--- src/rtl/cmp_pkg.sv ---
// Shared definitions for the window statistics stage and its magnitude comparator.
package cmp_pkg;

    localparam int unsigned DATA_W_DEFAULT = 4;

    typedef enum logic [1:0] {
        ST_FIRST = 2'd0,
        ST_ACCUM = 2'd1,
        ST_HOLD  = 2'd2
    } state_e;

    // Ceiling log2; returns 0 for v <= 1.
    function automatic int unsigned clog2(input int unsigned v);
        int unsigned r;
        r = 0;
        for (int unsigned i = 0; i < 32; i++) begin
            if ((64'd1 << i) < 64'(v)) begin
                r = i + 1;
            end
        end
        return r;
    endfunction

endpackage

--- src/rtl/window_stats_tracker_cmp.sv ---
// Unsigned magnitude comparator: exactly one of alb/aeb/agb is high.
module mag_cmp
    import cmp_pkg::*;
#(
    parameter int unsigned W = DATA_W_DEFAULT
) (
    input  logic [W-1:0] a,
    input  logic [W-1:0] b,
    output logic         alb,
    output logic         aeb,
    output logic         agb
);

    assign alb = (a <  b);
    assign aeb = (a == b);
    assign agb = (a >  b);

endmodule

--- src/rtl/window_stats_tracker.sv ---
// Per-window max/min and rising/falling/flat step counts over a stream of
// unsigned samples, delivered through a one-deep valid/ready output register.
module window_stats_tracker
    import cmp_pkg::*;
#(
    parameter  int unsigned DATA_W = DATA_W_DEFAULT,
    parameter  int unsigned WINDOW = 8,
    localparam int unsigned CNT_W  = clog2(WINDOW)
) (
    input  logic              clk,
    input  logic              rst,
    input  logic              in_valid,
    output logic              in_ready,
    input  logic [DATA_W-1:0] in_data,
    output logic              out_valid,
    input  logic              out_ready,
    output logic [DATA_W-1:0] out_max,
    output logic [DATA_W-1:0] out_min,
    output logic [CNT_W-1:0]  out_up,
    output logic [CNT_W-1:0]  out_down,
    output logic [CNT_W-1:0]  out_flat
);

    state_e              state_q, state_d;
    logic [DATA_W-1:0]   max_q, max_d;
    logic [DATA_W-1:0]   min_q, min_d;
    logic [DATA_W-1:0]   prev_q, prev_d;
    logic [CNT_W-1:0]    up_q, up_d;
    logic [CNT_W-1:0]    down_q, down_d;
    logic [CNT_W-1:0]    flat_q, flat_d;
    logic [CNT_W-1:0]    idx_q, idx_d;

    logic                out_valid_q, out_valid_d;
    logic [DATA_W-1:0]   out_max_q, out_max_d;
    logic [DATA_W-1:0]   out_min_q, out_min_d;
    logic [CNT_W-1:0]    out_up_q, out_up_d;
    logic [CNT_W-1:0]    out_down_q, out_down_d;
    logic [CNT_W-1:0]    out_flat_q, out_flat_d;

    logic alb_p, aeb_p, agb_p;
    logic alb_m, aeb_m, agb_m;
    logic alb_n, aeb_n, agb_n;

    mag_cmp #(.W(DATA_W)) u_cmp_prev (
        .a   (in_data),
        .b   (prev_q),
        .alb (alb_p),
        .aeb (aeb_p),
        .agb (agb_p)
    );

    mag_cmp #(.W(DATA_W)) u_cmp_max (
        .a   (in_data),
        .b   (max_q),
        .alb (alb_m),
        .aeb (aeb_m),
        .agb (agb_m)
    );

    mag_cmp #(.W(DATA_W)) u_cmp_min (
        .a   (in_data),
        .b   (min_q),
        .alb (alb_n),
        .aeb (aeb_n),
        .agb (agb_n)
    );

    // Only the "new extreme" outputs of the max/min comparators matter.
    logic unused_cmp;
    assign unused_cmp = &{1'b0, alb_m, aeb_m, aeb_n, agb_n};

    logic              in_fire;
    logic              last;
    logic [DATA_W-1:0] max_n, min_n;
    logic [CNT_W-1:0]  up_n, down_n, flat_n;

    assign in_ready = !rst && (state_q != ST_HOLD);
    assign in_fire  = in_valid && in_ready;
    assign last     = (idx_q == CNT_W'(WINDOW - 1));

    assign max_n  = agb_m ? in_data : max_q;
    assign min_n  = alb_n ? in_data : min_q;
    assign up_n   = up_q   + CNT_W'(agb_p);
    assign down_n = down_q + CNT_W'(alb_p);
    assign flat_n = flat_q + CNT_W'(aeb_p);

    always_comb begin
        state_d     = state_q;
        max_d       = max_q;
        min_d       = min_q;
        prev_d      = prev_q;
        up_d        = up_q;
        down_d      = down_q;
        flat_d      = flat_q;
        idx_d       = idx_q;
        out_valid_d = out_valid_q;
        out_max_d   = out_max_q;
        out_min_d   = out_min_q;
        out_up_d    = out_up_q;
        out_down_d  = out_down_q;
        out_flat_d  = out_flat_q;

        unique case (state_q)
            ST_FIRST: begin
                if (in_fire) begin
                    max_d   = in_data;
                    min_d   = in_data;
                    prev_d  = in_data;
                    up_d    = '0;
                    down_d  = '0;
                    flat_d  = '0;
                    idx_d   = CNT_W'(1);
                    state_d = ST_ACCUM;
                end
            end
            ST_ACCUM: begin
                if (in_fire) begin
                    max_d  = max_n;
                    min_d  = min_n;
                    prev_d = in_data;
                    up_d   = up_n;
                    down_d = down_n;
                    flat_d = flat_n;
                    idx_d  = idx_q + CNT_W'(1);
                    if (last) begin
                        out_max_d   = max_n;
                        out_min_d   = min_n;
                        out_up_d    = up_n;
                        out_down_d  = down_n;
                        out_flat_d  = flat_n;
                        out_valid_d = 1'b1;
                        state_d     = ST_HOLD;
                    end
                end
            end
            ST_HOLD: begin
                if (out_valid_q && out_ready) begin
                    out_valid_d = 1'b0;
                    state_d     = ST_FIRST;
                end
            end
            default: state_d = ST_FIRST;
        endcase
    end

    always_ff @(posedge clk) begin
        if (rst) begin
            state_q     <= ST_FIRST;
            max_q       <= '0;
            min_q       <= '0;
            prev_q      <= '0;
            up_q        <= '0;
            down_q      <= '0;
            flat_q      <= '0;
            idx_q       <= '0;
            out_valid_q <= 1'b0;
            out_max_q   <= '0;
            out_min_q   <= '0;
            out_up_q    <= '0;
            out_down_q  <= '0;
            out_flat_q  <= '0;
        end else begin
            state_q     <= state_d;
            max_q       <= max_d;
            min_q       <= min_d;
            prev_q      <= prev_d;
            up_q        <= up_d;
            down_q      <= down_d;
            flat_q      <= flat_d;
            idx_q       <= idx_d;
            out_valid_q <= out_valid_d;
            out_max_q   <= out_max_d;
            out_min_q   <= out_min_d;
            out_up_q    <= out_up_d;
            out_down_q  <= out_down_d;
            out_flat_q  <= out_flat_d;
        end
    end

    assign out_valid = out_valid_q;
    assign out_max   = out_max_q;
    assign out_min   = out_min_q;
    assign out_up    = out_up_q;
    assign out_down  = out_down_q;
    assign out_flat  = out_flat_q;

endmodule
--- config.mk ---
export PLATFORM = sky130hd
export DESIGN_NAME = window_stats_tracker
export DESIGN_NICKNAME = d
export VERILOG_FILES = /design/src/rtl/cmp_pkg.sv /design/src/rtl/window_stats_tracker_cmp.sv /design/src/rtl/window_stats_tracker.sv
export SDC_FILE = /design/constraint.sdc
export NUM_CORES = 1
export LEC_CHECK = 0
export CORE_MARGIN = 4
export CORE_UTILIZATION = 45
export DETAILED_ROUTE_END_ITERATION = 10
export PLACE_DENSITY_LB_ADDON = 0.3
export SYNTH_ARGS = -nofsm -noshare
export SYNTH_HDL_FRONTEND = slang
export SYNTH_SLANG_ARGS = --single-unit
--- constraint.sdc ---
create_clock -name clk -period 2.32 [get_ports clk]
set_input_delay 0.348 -clock clk [delete_from_list [all_inputs] [get_ports clk]]
set_output_delay 0.348 -clock clk [all_outputs]
set_load 0.1 [all_outputs]
==> flow_summary.toml, run 1 <==
[sta]
final.setup_skew_ns = 0.0107
fmax_mhz = 473
worst_slew_pin_slew_ns = 0.456
hold_viol_final = 0
period_minus_slack_ns = 2.12
slew_viol_final = 0
period_share = 0.912
finalSetupViolCount = 0
rsz0062_at_grt = "false"
slew_headroom = 0.695

[hold_path]
worstHoldPathType = "reg -> reg"
hp-start = "prev_q[3]$_SDFFE_PP0P_"

[worst_setup_path]
timing.rr.start = "prev_q[1]$_SDFFE_PP0P_"
cp_slowest_stage_delay_ns = 0.42
crit_top_cell = "ha_1"
cp-start-kind = "input pin"
crit_buf_inv = 1
crit_start = "in_data[1]"
crit_required_ns = 2.54
critPathArrivalTime_ns = 2.34
critPathMaxFanout = 3
critPathSlowestCell = "clkdlybuf4s50_1"
cp_top_family = "adder cells"
worstSetupEndpointType = "flip-flop"
crit_type = "in -> reg"
crit_path_cell_trace = "clkdlybuf4s50_1 > ha_1 > nor2b_1 > o21ai_1 > nand2b_1 > a21oi_2 > nor2_1 > ha_1 > ha_1 > xnor2_1 > a211oi_1"

[synthesis]
synth_area_mm2 = 0.00221
ys_seq_area_frac = 0.399
syn_area_per_cell_um2 = 8.23
syn_inst = 268
synth.most_common_cell = "dfxtp_1"
synth_fp_nets = 295
yosys-top-cells-count = "dfxtp_1 (44), a21oi_1 (39), nand2_1 (39)"
synth_ff_type = "dfxtp_1"
synth-edff-count = 0
synth_cell_type_count = 32
synthArstFlopShare = 0
synth.top_cell.area_share = 0.399
yosys.area.top_type = "dfxtp_1"
yosys-top-cells-area = "dfxtp_1 (40%), ha_1 (11%), a21oi_1 (8.8%), nand2_1 (6.6%), a211oi_1 (3.4%)"
synth_seq_cells = 44
ys_warn_count = 0

[floorplanning]
initial_utilization = 0.467
dieWidth_um = 78.0
design.die.area_mm2 = 0.00609
die_height_um = 78.0
boundaryPins = 27
core_mm2 = 0.00472
rows = 25

[drt]
wire_per_inst_um = 13.6
wl_um = 5040
viasPerCell = 5.20
postRouteAntennaNets = 0
drt-pass1-iter-count = 4
vias = 1925
initialDrtViolationCount = 75
drc = 0

[place]
dpl-instance-area_mm2 = 0.00259
port-buffer-count = 26
dp.final_hpwl_um = 3650
gp_congestion = 0.833

[final_layout]
final_nets = 330
fin_util = 0.566
area_delta_synth_final_pct = 21.2
insertedDiodeCount = 0
post-route-cell-area_mm2 = 0.00267
drive_above_1_share = 0.162

[global_route]
grt_overflow = 0
antenna_found_initial = 0
grt_pass1_vias = 1883
grt_usage = 0.176
grt_max_degree = 26
grt_pass1_wl_um = 8620

[clock_tree]
h-tree-depth = 2
clk_latency_ns = 0.30
clock_path_buffers = 2
cts_root_buf = "clkbuf_8"
cts_tree = "yes"
cts.sinks = 44
path_clk_slew_ns = 0.08
cts-buffers-inserted = 5

[power]
p_leak_uw = 0.00105
power.density_mw_per_mm2 = 575
ir_drop_mv = 0.280

[status]
outcome = "finished, final reports clean"

[flow_run]
cap_violations = 0
==> path summary, 6_finish.rpt <==
kind | to | slack (ns) | depth (start not counted)
max | out_up[2]$_SDFFE_PP0P_ | 0.20 | 11
min | prev_q[3]$_SDFFE_PP0P_ | 0.46 | 2
max reg2reg | out_up[2]$_SDFFE_PP0P_ | 0.34 | 11
min reg2reg | prev_q[3]$_SDFFE_PP0P_ | 0.46 | 2
==> logic make-up after synthesis <==
logic type,synth area share
AND/OR/NAND/NOR,0.200
adder cells (fa/ha/maj),0.108
multiplexers,0.0227
flip-flops,0.399
buffers and inverters,0.0488
AO/OA/AOI/OAI,0.210
XOR/XNOR,0.0119
==> cell type report <==
type                       instances  area, um^2
clock buffer                       5        68.8
clock inverter                     2        12.5
inverter                          10        37.5
timing repair buffer              44         360
fill                             445        2050
multi-input combinational        198        1230
sequential                        44         881
tap                               67        83.8
==> power by group <==
group	internal (uW)	total (uW)	switching (uW)
combinational	123	279	156
clock	204	461	257
sequential	776	797	20.6
==> registers in the layout, summed over array words and instances (netlist names) <==
register,cells
out_flat,3
out_up,3
idx_q,3
min_q,4
down_q,3
prev_q,4
flat_q,3
out_min,4
up_q,3
out_down,3
out_valid,1
out_max,4
state_q,2
max_q,4
==> through the flow <==
stage,setup slack [ns],std cells,hold slack [ns],TNS (ns),total power [uW]
floorplan,0.379,268,0.436,0,1000
global placement,-0.185,363,0.442,-0.828,1080
detailed placement,-0.208,363,0.450,-1.05,1090
CTS,0.116,370,0.461,0,1550
global route,0.0286,370,0.485,0,1620
finish,0.204,370,0.458,0,1540
==> timing repair <==
action,CTS,global route
gates resized for setup,0,2
setup buffers,0,0
endpoints found under the setup margin,0,4
hold buffers,0,0
==> layout by cell type (no fill, tap or decap), types with 2 or more instances in the layout <==
cell type,Yosys,final
buf_4,0,36
o21ai_0,13,12
dfxtp_1,44,44
nand3_1,10,10
inv_1,10,10
o21ai_1,1,2
nor3_1,5,4
mux2i_1,5,5
ha_1,19,19
xnor2_1,3,3
a311oi_1,3,3
nand2_1,39,39
clkbuf_8,0,5
nand2b_1,4,4
a211oi_1,10,10
clkdlybuf4s50_1,0,7
nand3b_1,3,3
o22ai_1,7,7
nor3b_1,2,2
nor2b_1,7,7
a21oi_1,39,38
nor2_1,19,18
==> layer usage <==
| metal | up-vias | part of all wire | global-route usage |
|---|---|---|---|
| met3 | 5 | 0.043 | 0.0470 |
| met1 | 880 | 0.47 | 0.214 |
| met5 | - | 0 | 0 |
| li1 | 1002 | - | - |
| met2 | 38 | 0.48 | 0.298 |
| met4 | 0 | 0.012 | 0.0682 |
==> worst reg2reg max path, stage by stage, from the launching register on <==
cell	delay, ns
dfxtp_1	0.33
inv_1	0.04
ha_1	0.27
nor2b_1	0.13
o21ai_1	0.11
nand2b_1	0.08
a21oi_2	0.17
nor2_1	0.06
ha_1	0.17
ha_1	0.21
xnor2_1	0.13
a211oi_1	0.21
Power figures use the tool's default switching activity.
==> run 2: changes to the inputs <==
Settings changed: SETUP_SLACK_MARGIN set to 0.15.
==> run 2 against run 1 <==
  * Clock skew is essentially flat
  * Die area did not move
  * Clock power barely moved
  * Critical path depth increased by 1
  * Critical endpoint is now out_down[2]$_SDFFE_PP0P_
  * Largest power group unchanged
==> flow_summary.toml, run 2 (synthesized netlist as in run 1, its figures left out) <==
[drt]
vias = 1940
drc = 0
viasPerCell = 5.23
wire_per_inst_um = 13.6
initialDrtViolationCount = 97
postRouteAntennaNets = 0
wl_um = 5040
drt-pass1-iter-count = 4

[floorplanning]
die_height_um = 78.0
dieWidth_um = 78.0
rows = 25
design.die.area_mm2 = 0.00609
boundaryPins = 27
core_mm2 = 0.00472
initial_utilization = 0.467

[power]
p_comb_frac = 0.183
p_clk_frac = 0.299
p_leak_uw = 0.00106
p_sw_frac = 0.282
seq_power_share = 0.518
power.density_mw_per_mm2 = 571
p_int_uw = 1110
power.switching_uw = 433
ir_drop_mv = 0.280

[sta]
worst_slew_pin_slew_ns = 0.456
period_minus_slack_ns = 2.01
fmax_mhz = 499
rsz0062_at_grt = "false"
hold_viol_final = 0
slew_viol_final = 0
slew_headroom = 0.695
final.setup_skew_ns = 0.0108
period_share = 0.864
finalSetupViolCount = 0
finalSetupTns_ns = 0

[clock_tree]
cts_tree = "yes"
cts.sinks = 44
h-tree-depth = 2
cts_root_buf = "clkbuf_8"
holdBufCountCts = 0
clk_latency_ns = 0.30
clock_path_buffers = 2
path_clk_slew_ns = 0.08
cts-buffers-inserted = 5

[final_layout]
fin_util = 0.571
final_cell_mix = "dfxtp_1 (44), nand2_1 (39), a21oi_1 (38)"
final_nets = 331
drive_above_1_share = 0.171
area_delta_synth_final_pct = 22.3
insertedDiodeCount = 0
layout_commonest_cell = "dfxtp_1"

[global_route]
grt_overflow = 0
grt_pass1_vias = 1883
grt_pass1_wl_um = 8620
antenna_found_initial = 0
grt_max_degree = 26
grt_usage = 0.176

[worst_setup_path]
critPathMaxFanout = 3
r2r_slack_ns = 0.36
crit_type = "in -> reg"
worstSetupEndpointType = "flip-flop"
critPathArrivalTime_ns = 2.23
ff2ff_path_depth = 11
worstReg2RegEnd = "up_q[1]$_SDFFE_PP0P_"
crit_required_ns = 2.54
cp-start-kind = "input pin"
timing.rr.start = "prev_q[1]$_SDFFE_PP0P_"

[flow_run]
cap_violations = 0

[place]
gp_congestion = 0.833
port-buffer-count = 26
dp.final_hpwl_um = 3650

[hold_path]
hp-start = "out_flat[1]$_SDFFE_PP0P_"
min_path_cells = 2
worstHoldPathType = "reg -> reg"
min_to = "out_flat[1]$_SDFFE_PP0P_"

[status]
outcome = "finished, final reports clean"
[run 2: cell types whose count changed in the layout (fill, tap and decap cells not counted), sizes merged]
| cell | change |
|---|---|
| dlymetal6s2s | +1 |
| clkdlybuf4s50 | -1 |
| buf | +1 |
[run 2: final cells by class]
type | instances | area (um^2)
clock inverter | 2 | 12.5
clock buffer | 5 | 68.8
inverter | 10 | 37.5
multi-input combinational | 198 | 1240
sequential | 44 | 881
fill | 442 | 2030
timing repair buffer | 45 | 370
tap | 67 | 83.8
[run 2: how the worst max path moves through the flow]
stage | start | to
after floorplan | in_data[1] | out_up[2]$_SDFFE_PP0P_
after CTS | in_data[1] | out_up[2]$_SDFFE_PP0P_
after global placement | in_data[1] | out_up[2]$_SDFFE_PP0P_
final | in_data[0] | out_down[2]$_SDFFE_PP0P_
after global routing | in_data[0] | out_down[2]$_SDFFE_PP0P_
after detailed placement | in_data[1] | out_up[2]$_SDFFE_PP0P_
[run 2: stage by stage]
stage / hold slack, ns / worst slack [ns] / power, uW / std cells / area, um^2
final: 0.460 / 0.315 / 1540 / 371 / 2700
after global routing: 0.485 / 0.164 / 1620 / 371 / 2700
after CTS: 0.461 / 0.154 / 1550 / 370 / 2670
after detailed placement: 0.450 / -0.208 / 1090 / 363 / 2590
after global placement: 0.442 / -0.185 / 1080 / 363 / 2590
after floorplan: 0.436 / 0.379 / 1000 / 268 / 2210
[run 2: power groups by stage]
stage	clock (uW)	sequential (uW)	combinational, uW
after floorplan	0	808	193
after CTS	479	797	278
after global routing	508	801	316
after global placement	0	814	269
after detailed placement	0	815	276
final	460	797	282
[run 2: layer usage]
metal / part of all wire / global-route usage / vias up / routed length, um
met5: 0 / 0 / - / 0
met4: 0.012 / 0.0682 / 0 / 63
met3: 0.045 / 0.0470 / 5 / 226
met2: 0.48 / 0.298 / 46 / 2410
met1: 0.46 / 0.214 / 884 / 2340
li1: - / - / 1005 / -
[run 2: repair_timing]
action                     in CTS  in global routing
setup buffers                   0                  1
pin swaps                       0                  4
gates resized for setup         1                  6
cloned                          0                  0
setup endpoints to repair       1                  6
[run 2: critical path: stages]
cell and delay, ns:
clkdlybuf4s50_1 0.47, inv_1 0.06, ha_1 0.19, nor2b_1 0.10, o21ai_1 0.07, nand2b_1 0.08
a21oi_2 0.06, buf_4 0.13, ha_1 0.20, ha_4 0.18, xnor2_1 0.12, a211oi_1 0.21
==> run 3: changes to the inputs <==
Settings changed: CTS_CLUSTER_SIZE set to 40, SKIP_LAST_GASP set to 1.
==> results of run 3 <==
Final layout, timing and power as in run 2 (identical DEF).
